$ cat src/rtl/i2c_target_pkg.sv
// Shared definitions for the I2C target: bus widths, general-call address
// and the target FSM state encoding.
package i2c_target_pkg;

    localparam int unsigned I2C_ADDR_W = 7;
    localparam int unsigned I2C_BYTE_W = 8;

    localparam logic [I2C_ADDR_W-1:0] GCALL_ADDR = 7'h00;

    typedef enum logic [2:0] {
        ST_IDLE,
        ST_ADDR,
        ST_ADDR_ACK,
        ST_WR_DATA,
        ST_WR_ACK,
        ST_RD_DATA,
        ST_RD_ACK,
        ST_WAIT_STOP
    } tgt_state_t;

endpackage

$ cat src/rtl/i2c_bus_cond.sv
// I2C bus condition detector: synchronizes SCL/SDA, detects SCL edges and
// START/STOP conditions. All outputs are registered and mutually aligned.
// Ports:
//   clk, rst        system clock, async active-high reset
//   scl_in, sda_in  raw bus levels
//   scl_rise/fall   one-cycle pulses on synced SCL edges
//   sda_s           synced SDA, aligned with the pulses
//   start_det       SDA fell while SCL high
//   stop_det        SDA rose while SCL high
module i2c_bus_cond #(
    parameter int unsigned SYNC_STAGES = 2
) (
    input  logic clk,
    input  logic rst,
    input  logic scl_in,
    input  logic sda_in,
    output logic scl_rise,
    output logic scl_fall,
    output logic sda_s,
    output logic start_det,
    output logic stop_det
);

    logic [SYNC_STAGES-1:0] scl_sync;
    logic [SYNC_STAGES-1:0] sda_sync;
    logic                   scl_hist;
    logic                   sda_hist;
    logic                   scl_now;
    logic                   sda_now;

    assign scl_now = scl_sync[SYNC_STAGES-1];
    assign sda_now = sda_sync[SYNC_STAGES-1];

    // Reset to the idle-bus level (both high) so no false edge appears
    always_ff @(posedge clk or posedge rst) begin
        if (rst) begin
            scl_sync  <= '1;
            sda_sync  <= '1;
            scl_hist  <= 1'b1;
            sda_hist  <= 1'b1;
            scl_rise  <= 1'b0;
            scl_fall  <= 1'b0;
            sda_s     <= 1'b1;
            start_det <= 1'b0;
            stop_det  <= 1'b0;
        end else begin
            scl_sync  <= {scl_sync[SYNC_STAGES-2:0], scl_in};
            sda_sync  <= {sda_sync[SYNC_STAGES-2:0], sda_in};
            scl_hist  <= scl_now;
            sda_hist  <= sda_now;
            scl_rise  <= scl_now & ~scl_hist;
            scl_fall  <= ~scl_now & scl_hist;
            sda_s     <= sda_now;
            start_det <= scl_now & scl_hist & sda_hist & ~sda_now;
            stop_det  <= scl_now & scl_hist & ~sda_hist & sda_now;
        end
    end

endmodule

$ cat src/rtl/i2c_target.sv
// 7-bit-address I2C target. Oversamples the bus, matches TGT_ADDR, ACKs,
// delivers write bytes to the core and shifts core-supplied bytes out on
// reads. SDA is open-drain (sda_oe pulls low); SCL is never driven.
// Optional: define I2C_TGT_GCALL_EN to also ACK the general-call write
// address (8'h00).
// Ports:
//   clk, rst          system clock, async active-high reset
//   scl_in, sda_in    bus levels
//   sda_oe            1 = pull SDA low
//   rx_data/valid     received write byte and its one-cycle strobe
//   rx_first          with rx_valid: first data byte after the address
//   tx_data, tx_req   core read byte, sampled in the cycle tx_req is high
//   busy              addressed transaction in progress
//   stop_det          one-cycle pulse on any bus STOP
module i2c_target
    import i2c_target_pkg::*;
#(
    parameter logic [I2C_ADDR_W-1:0] TGT_ADDR    = 7'h50,
    parameter int unsigned           SYNC_STAGES = 2
) (
    input  logic                  clk,
    input  logic                  rst,
    input  logic                  scl_in,
    input  logic                  sda_in,
    output logic                  sda_oe,
    output logic [I2C_BYTE_W-1:0] rx_data,
    output logic                  rx_valid,
    output logic                  rx_first,
    input  logic [I2C_BYTE_W-1:0] tx_data,
    output logic                  tx_req,
    output logic                  busy,
    output logic                  stop_det
);

    logic scl_rise, scl_fall, sda_s, bus_start, bus_stop;

    i2c_bus_cond #(.SYNC_STAGES(SYNC_STAGES)) u_bus_cond (
        .clk       (clk),
        .rst       (rst),
        .scl_in    (scl_in),
        .sda_in    (sda_in),
        .scl_rise  (scl_rise),
        .scl_fall  (scl_fall),
        .sda_s     (sda_s),
        .start_det (bus_start),
        .stop_det  (bus_stop)
    );

    tgt_state_t            state;
    logic [2:0]            bit_cnt;
    logic [I2C_BYTE_W-1:0] shreg;
    logic [I2C_BYTE_W-1:0] shift_in;
    logic                  rw;
    logic                  first_byte;
    logic                  rd_acked;
    logic                  addr_hit;

    assign shift_in = {shreg[I2C_BYTE_W-2:0], sda_s};

    // Address decode on the complete address byte (address + R/W)
    always_comb begin
        addr_hit = (shift_in[I2C_BYTE_W-1:1] == TGT_ADDR);
`ifdef I2C_TGT_GCALL_EN
        if (shift_in == {GCALL_ADDR, 1'b0}) addr_hit = 1'b1;
`endif
    end

    // Target FSM; ACK phases use sda_oe itself to tell the opening fall
    // (drive low) from the closing fall (release / first read bit).
    always_ff @(posedge clk or posedge rst) begin
        if (rst) begin
            state      <= ST_IDLE;
            bit_cnt    <= 3'd0;
            shreg      <= '0;
            rw         <= 1'b0;
            first_byte <= 1'b0;
            rd_acked   <= 1'b0;
            sda_oe     <= 1'b0;
            rx_data    <= '0;
            rx_valid   <= 1'b0;
            rx_first   <= 1'b0;
            tx_req     <= 1'b0;
            busy       <= 1'b0;
            stop_det   <= 1'b0;
        end else begin
            rx_valid <= 1'b0;
            rx_first <= 1'b0;
            tx_req   <= 1'b0;
            stop_det <= 1'b0;
            if (bus_stop) begin
                state    <= ST_IDLE;
                bit_cnt  <= 3'd0;
                sda_oe   <= 1'b0;
                busy     <= 1'b0;
                rd_acked <= 1'b0;
                stop_det <= 1'b1;
            end else if (bus_start) begin
                state    <= ST_ADDR;
                bit_cnt  <= 3'd0;
                sda_oe   <= 1'b0;
                rd_acked <= 1'b0;
            end else begin
                // Core byte arrives the cycle after tx_req was raised
                if (tx_req) begin
                    shreg <= tx_data;
                    if (state == ST_RD_DATA) sda_oe <= ~tx_data[I2C_BYTE_W-1];
                end
                case (state)
                    ST_IDLE: ;
                    ST_ADDR: begin
                        if (scl_rise) begin
                            shreg   <= shift_in;
                            bit_cnt <= bit_cnt + 3'd1;
                            if (bit_cnt == 3'd7) begin
                                rw <= sda_s;
                                if (addr_hit) begin
                                    state <= ST_ADDR_ACK;
                                    busy  <= 1'b1;
                                end else begin
                                    state <= ST_WAIT_STOP;
                                    busy  <= 1'b0;
                                end
                            end
                        end
                    end
                    ST_ADDR_ACK: begin
                        if (scl_fall) begin
                            if (!sda_oe) begin
                                sda_oe <= 1'b1;
                                tx_req <= rw;
                            end else begin
                                bit_cnt <= 3'd0;
                                if (rw) begin
                                    sda_oe <= ~shreg[I2C_BYTE_W-1];
                                    state  <= ST_RD_DATA;
                                end else begin
                                    sda_oe     <= 1'b0;
                                    first_byte <= 1'b1;
                                    state      <= ST_WR_DATA;
                                end
                            end
                        end
                    end
                    ST_WR_DATA: begin
                        if (scl_rise) begin
                            shreg   <= shift_in;
                            bit_cnt <= bit_cnt + 3'd1;
                            if (bit_cnt == 3'd7) begin
                                rx_data    <= shift_in;
                                rx_valid   <= 1'b1;
                                rx_first   <= first_byte;
                                first_byte <= 1'b0;
                                state      <= ST_WR_ACK;
                            end
                        end
                    end
                    ST_WR_ACK: begin
                        if (scl_fall) begin
                            if (!sda_oe) begin
                                sda_oe <= 1'b1;
                            end else begin
                                sda_oe <= 1'b0;
                                state  <= ST_WR_DATA;
                            end
                        end
                    end
                    ST_RD_DATA: begin
                        if (scl_rise) begin
                            bit_cnt <= bit_cnt + 3'd1;
                            if (bit_cnt == 3'd7) begin
                                rd_acked <= 1'b0;
                                state    <= ST_RD_ACK;
                            end
                        end else if (scl_fall) begin
                            sda_oe <= ~shreg[I2C_BYTE_W-2];
                            shreg  <= {shreg[I2C_BYTE_W-2:0], 1'b0};
                        end
                    end
                    ST_RD_ACK: begin
                        if (scl_rise) begin
                            if (!sda_s) rd_acked <= 1'b1;
                            else        state    <= ST_WAIT_STOP;
                        end else if (scl_fall) begin
                            if (rd_acked) begin
                                tx_req   <= 1'b1;
                                rd_acked <= 1'b0;
                                bit_cnt  <= 3'd0;
                                state    <= ST_RD_DATA;
                            end else begin
                                sda_oe <= 1'b0;
                            end
                        end
                    end
                    ST_WAIT_STOP: sda_oe <= 1'b0;
                    default:      state  <= ST_IDLE;
                endcase
            end
        end
    end

endmodule

$ cat config.mk
export PLATFORM = sky130hd
export DESIGN_NAME = i2c_target
export DESIGN_NICKNAME = d
export VERILOG_FILES = /design/src/rtl/i2c_target_pkg.sv /design/src/rtl/i2c_bus_cond.sv /design/src/rtl/i2c_target.sv
export SDC_FILE = /design/constraint.sdc
export NUM_CORES = 1
export LEC_CHECK = 0
export CELL_PAD_IN_SITES_DETAIL_PLACEMENT = 0
export CELL_PAD_IN_SITES_GLOBAL_PLACEMENT = 1
export CORE_ASPECT_RATIO = 0.6
export CORE_UTILIZATION = 32
export CTS_BUF_LIST = sky130_fd_sc_hd__clkbuf_4 sky130_fd_sc_hd__clkbuf_8 sky130_fd_sc_hd__clkbuf_16
export DETAILED_ROUTE_END_ITERATION = 12
export DONT_BUFFER_PORTS = 1
export PLACE_DENSITY_LB_ADDON = 0.2
export SLEW_MARGIN = 5
export SYNTH_ARGS = -nofsm -noshare
export SYNTH_HDL_FRONTEND = slang
export SYNTH_SLANG_ARGS = --single-unit
$ cat constraint.sdc
create_clock -name clk -period 2.65 [get_ports clk]
set_input_delay 0.53 -clock clk [delete_from_list [all_inputs] [get_ports clk]]
set_output_delay 0.53 -clock clk [all_outputs]
set_load 0.01 [all_outputs]
# Yosys cells after proc, flatten, opt, wreduce, memory -nomap -nowiden
# Index checks and enable logic that the tools add are counted.
# W data, S select, Z words.
[word_totals] register_bits=41 output_inout_bits=14
[op_classes] n_addsub=1 n_eq_ne=33 muxes=85 n_bitwise=16 reduce_logical=17
[ops] op="$mux W3" n=26
[ops] op="$mux W1" n=48
[ops] op="$mux W8" n=4
[ops] op="$ne A4 B1 Y1 const B" n=8
[ops] op="$ne A4 B2 Y1 const B" n=5
[ops] op="$pmux W3 S6" n=1
[ops] op="$pmux W8 S2" n=1
[ops] op="$eq A3 B3 Y1 const B" n=5
[ops] op="$reduce_and A5 Y1" n=3
[ops] op="$reduce_and A14 Y1" n=1
[ops] op="$ne A5 B5 Y1 const B" n=2
[ops] op="$not A1 Y1" n=9
[ops] op="$pmux W3 S3" n=1
[ops] op="$ne A2 B2 Y1 const B" n=4
[ops] op="$reduce_and A8 Y1" n=1
[ops] op="$reduce_bool A2 Y1" n=4
[ops] op="$reduce_bool A8 Y1" n=1
[ops] op="$and A1 B1 Y1" n=7
[ops] op="$eq A7 B7 Y1 const B" n=1
[ops] op="$reduce_and A7 Y1" n=1
[ops] op="$eq A3 B2 Y1 const B" n=2
[ops] op="$pmux W1 S2" n=3
[ops] op="$ne A5 B1 Y1 const B" n=1
[ops] op="$ne A5 B2 Y1 const B" n=1
[ops] op="11 further kinds" n=12

# Longest topological paths before layout
[depth] depth_word=9 depth_mapped=7 ltp_nobuf=7

# Hierarchy
# Synthesis repeated with hierarchy kept, for this count alone.
[unflattened] hier_cells=221 area_unflattened_um2=2104.5
[by_module_without_submodules] module="i2c_target" n_inst=1 cells_each=206 area_per_inst_um2=1810.5 seq_area_each_um2=775.7
[by_module_without_submodules] module="i2c_bus_cond" n_inst=1 cells_each=15 area_per_inst_um2=294.0 seq_area_each_um2=257.7

# Worst setup path before layout
# OpenSTA, ideal clock, no wires.
[synth_path] kind="reg-to-reg" start="register bit_cnt[0]" end="register state[2]" setup_ps=131 t_arrival_ps=1550 path_slack_ps=969 stages_incl_launch_ff=8 n_path_buf=0 path_cell_list="dfrtp_1 ha_1 ha_1 nand2_1 a32o_2 a221oi_4 mux2i_1 a211oi_2"
[synth_via] elab_chain_cells=3 elab_cells_between_ends=5
[synth_rtl] element="from (decl)" line="i2c_target.sv:50" text="logic [2:0] bit_cnt;"
[synth_rtl] element="from (signal assigned)" line="i2c_target.sv:113" text="bit_cnt <= bit_cnt + 3'd1;"
[synth_rtl] element="from (signal assigned)" line="i2c_target.sv:147" text="bit_cnt <= bit_cnt + 3'd1;"
[synth_rtl] element="from (signal assigned)" line="i2c_target.sv:169" text="bit_cnt <= bit_cnt + 3'd1;"
[synth_rtl] element="$eq A3 B3 Y1 *" line="i2c_target.sv:114, i2c_target.sv:148, i2c_target.sv:170"
[synth_rtl] element="$ne A4 B2 Y1 (no line) or $ne A4 B1 Y1 (tied branches)"
[synth_rtl] element="$reduce_and A14 Y1 (no line) *"
[synth_rtl] element="to (signal assigned)" line="i2c_target.sv:117" text="state <= ST_ADDR_ACK;"
[synth_rtl] element="to (signal assigned)" line="i2c_target.sv:153" text="state <= ST_WR_ACK;"
[synth_rtl] element="to (signal assigned)" line="i2c_target.sv:172" text="state <= ST_RD_ACK;"
[synth_rtl] element="to (decl)" line="i2c_target.sv:49" text="tgt_state_t state;"
# Mark *: on every way between the ends. The rest lies on a longest branch, timed or not.
# A chain may end at the register's enable or synchronous reset.

# Final worst setup path
[layout_path] start="register state[2]" end="register bit_cnt[0]"
[layout_via] elab_chain_cells=5 elab_cells_between_ends=17
[layout_rtl] element="from (signal assigned)" line="i2c_target.sv:72" text="state <= ST_IDLE;"
[layout_rtl] element="from (signal assigned)" line="i2c_target.sv:91" text="state <= ST_IDLE;"
[layout_rtl] element="from (signal assigned)" line="i2c_target.sv:98" text="state <= ST_ADDR;"
[layout_rtl] element="$eq A3 B3 Y1, or another cell as far along" line="i2c_target.sv:108" text="case (state)"
[layout_rtl] element="$reduce_or A3 Y1 (no line)"
[layout_rtl] element="$pmux W3 S3" line="i2c_target.sv:108"
[layout_rtl] element="$mux W3" line="i2c_target.sv:97" text="end else if (bus_start) begin"
[layout_rtl] element="$mux W3" line="i2c_target.sv:90" text="if (bus_stop) begin"
# Parallel ways exist; a longest one is shown, timed or not.

==> impl_metrics.yaml <==
run_status:
  outcome: "finished, final reports clean"
clock_tree:
  worstSkewPairLatency_ps: 290
  clockRootBuffer: "clkbuf_8"
  post_cts_resized: 0
  cts-buffers-inserted: 5
  postCtsSetupRepairBufs: 0
  htree_levels: 2
  cts_tree: "built"
  cts_num_sinks: 41
  clk_pin_slew_ps: 90
  clk_path_buf_depth: 2
  cts.hold.buffers_added: 0
worst_setup_path:
  required_ps: 2830
  crit_type: "flip-flop to flip-flop"
  crit_fanout: 19
  slowest_delay_ps: 720
  slowest_stage: "dfrtp_1"
  critPathLaunchType: "flip-flop"
  rr_worst_depth: 5
  arrival_ps: 2320
  path_cells: "nand2_1 > or4b_1 > o2111ai_2 > o21ai_2 > mux2_4"
  end_kind: "flip-flop"
power_and_ir_drop:
  ir_drop_uv: 289
  power.switching_uw: 821
  pwr-share-clk: 0.242
  power_frac_comb: 0.329
  p_per_area_nw_per_um2: 986
  p_sw_frac: 0.371
  p_int_mw: 1.39
  sequentialPowerShare: 0.429
  p_leak_nw: 0.968
sta:
  clock-skew-final_ps: 5.23
  report.final.slew_viol_count: 0
  tightest_slew_ps: 633
  fmax_mhz: 467
  fin_tns_setup_ps: 0
  finalCritPeriodShare: 0.808
  min_period_ps: 2140
  hold_viol: 0
  relSlewSlack: 0.575
  setup_viol: 0
  rsz0062_at_grt: "false"
detailed_routing:
  wl_per_cell_um: 16.8
  first_pass_iters: 4
  drc_errors: 0
  vias: 1465
  drt_iter0_drc: 78
  antenna_left: 0
  viasPerCell: 5.21
  wirelength_um: 4730
yosys:
  synth_seq_cells: 41
  synth_area_um2: 2050
  ys_seq_area_frac: 0.503
  synth_area_per_cell_um2: 10.6
  synthArstFlopShare: 1.00
  synth.distinct_cells: 54
  yosysMostFrequentCell: "dfrtp_1"
  ys_warn_count: 0
  yosysTopAreaCell: "dfrtp_1"
  syn_inst: 193
  synthFlopType: "dfrtp_1"
  synth_top_area_share: 0.427
  postSynthNetCount: 207
  synth_area_leaders: "dfrtp_1 (43%), dfstp_2 (7.7%), mux2_2 (3.8%)"
  synth_edf_count: 0
  synth_commonest_cells: "dfrtp_1 (35), nor2_1 (15), a21oi_1 (14), nand2_1 (14), inv_1 (12)"
die:
  die_x_um: 105
  fp.dieH_um: 64.0
  design.portCount: 26
  dieArea_um2: 6750
  start_util: 0.334
  coreArea_um2: 6140
  rows: 22
placed_design:
  dp_cells: 273
  placed_cell_area_um2: 2130
  portBuffers: 0
  gp_congestion: 0.888
  hpwl_um: 3470
finish:
  area_growth_pct: 9.38
  antenna_cells: 0
  drive_gt1_frac: 0.228
  fin_cells: 281
  finalNetCount: 210
  fill_cells: 619
  fin_area_um2: 2250
hold_path:
  min-delay-path-class: "primary input to async pin"
global_routing:
  antenna_found_initial: 0
  overflow: 0
  grt_max_degree: 20
  grt_pass1_vias: 1515
  grt_pass1_wl_um: 7980
  grt_util_all_layers: 0.155
job:
  maxCapViolCount: 0
==> layout by cell type (no fill, tap or decap), drive strengths merged, types with 3 or more instances in the layout <==
cell type  count
a21oi         14
nand2b         3
clkbuf         6
dfrtp         35
nor2b          5
o22ai         10
a31oi          4
inv           11
o21ai         10
nor3b          4
and3           3
nand3          3
mux2i          5
nor2          15
mux2          10
and2b          3
dfstp          6
and2           3
nand2         14
buf            6
==> registers in the layout (all words and copies together), names as in the netlist, 2 cells and up <==
name	flops
state	3
bit_cnt	3
u_bus_cond.sda_sync	2
u_bus_cond.scl_sync	2
shreg	8
rx_data	8
==> through the flow <==
stage | hold slack [ps] | power (mW) | utilization | setup WS, ps
6_report | 117 | 2.22 | 0.366 | 509
3_3_place_gp | 348 | 1.67 | 0.347 | 595
2_1_floorplan | 345 | 1.56 | - | 969
3_5_place_dp | 347 | 1.69 | 0.347 | 538
5_1_grt | 141 | 2.39 | 0.366 | 370
4_1_cts | 119 | 2.23 | 0.366 | 523
==> cells by family (layout without fill, tap and decap cells) <==
| group | count (synthesis) | after routing | synth area share |
|---|---|---|---|
| fa+ha+maj | 2 | 2 | 0.0122 |
| simple gates | 62 | 62 | 0.169 |
| flops | 41 | 41 | 0.503 |
| mux | 15 | 15 | 0.0810 |
| buf+inv | 22 | 26 | 0.0573 |
| compound gates | 51 | 51 | 0.177 |
==> per-layer routing <==
layer	routed length, um	track usage
met4	8	0.0264
met3	267	0.0439
met5	0	0
met2	1930	0.217
met1	2520	0.237
==> cell type report <==
| class | instances | area, um2 | area share |
|---|---|---|---|
| Clock buffer | 6 | 76.3 | 0.0340 |
| Clock inverter | 2 | 38.8 | 0.0173 |
| Inverter | 12 | 45.0 | 0.0201 |
| Multi-Input combinational cell | 130 | 902 | 0.402 |
| Sequential cell | 41 | 1030 | 0.460 |
| Tap cell | 84 | 105 | 0.0468 |
| Timing Repair Buffer | 6 | 45.0 | 0.0201 |
==> power by group through the flow <==
stage          Sequential (mW)  Clock [mW]  Combinational (mW)
2_1_floorplan            0.843           0               0.712
3_3_place_gp             0.954           0               0.719
3_5_place_dp             0.961           0               0.729
4_1_cts                  0.947       0.549               0.733
5_1_grt                  0.983       0.578               0.826
6_report                 0.951       0.535               0.729
==> worst max-delay path, delay by kind of cell (launching register included) <==
kind | cells | cell delay (ps)
and+or+nand+nor | 2 | 760
DFF | 1 | 720
muxes | 1 | 320
AOI/OAI and AO/OA | 2 | 230
==> path summary, 6_finish.rpt <==
check	startpoint	end	slack, ps
worst min-delay path	rst	rx_data[1]	120
worst max register to register	state[2]	bit_cnt[0]	510
worst max-delay path	state[2]	bit_cnt[0]	510
min in group clk	scl_in	u_bus_cond.scl_sync[0]	230
max in group asynchronous	rst	bit_cnt[0]	1980
worst min register to register	u_bus_cond.scl_sync[0]	u_bus_cond.scl_sync[1]	360
(Power assumes the default switching activity.)
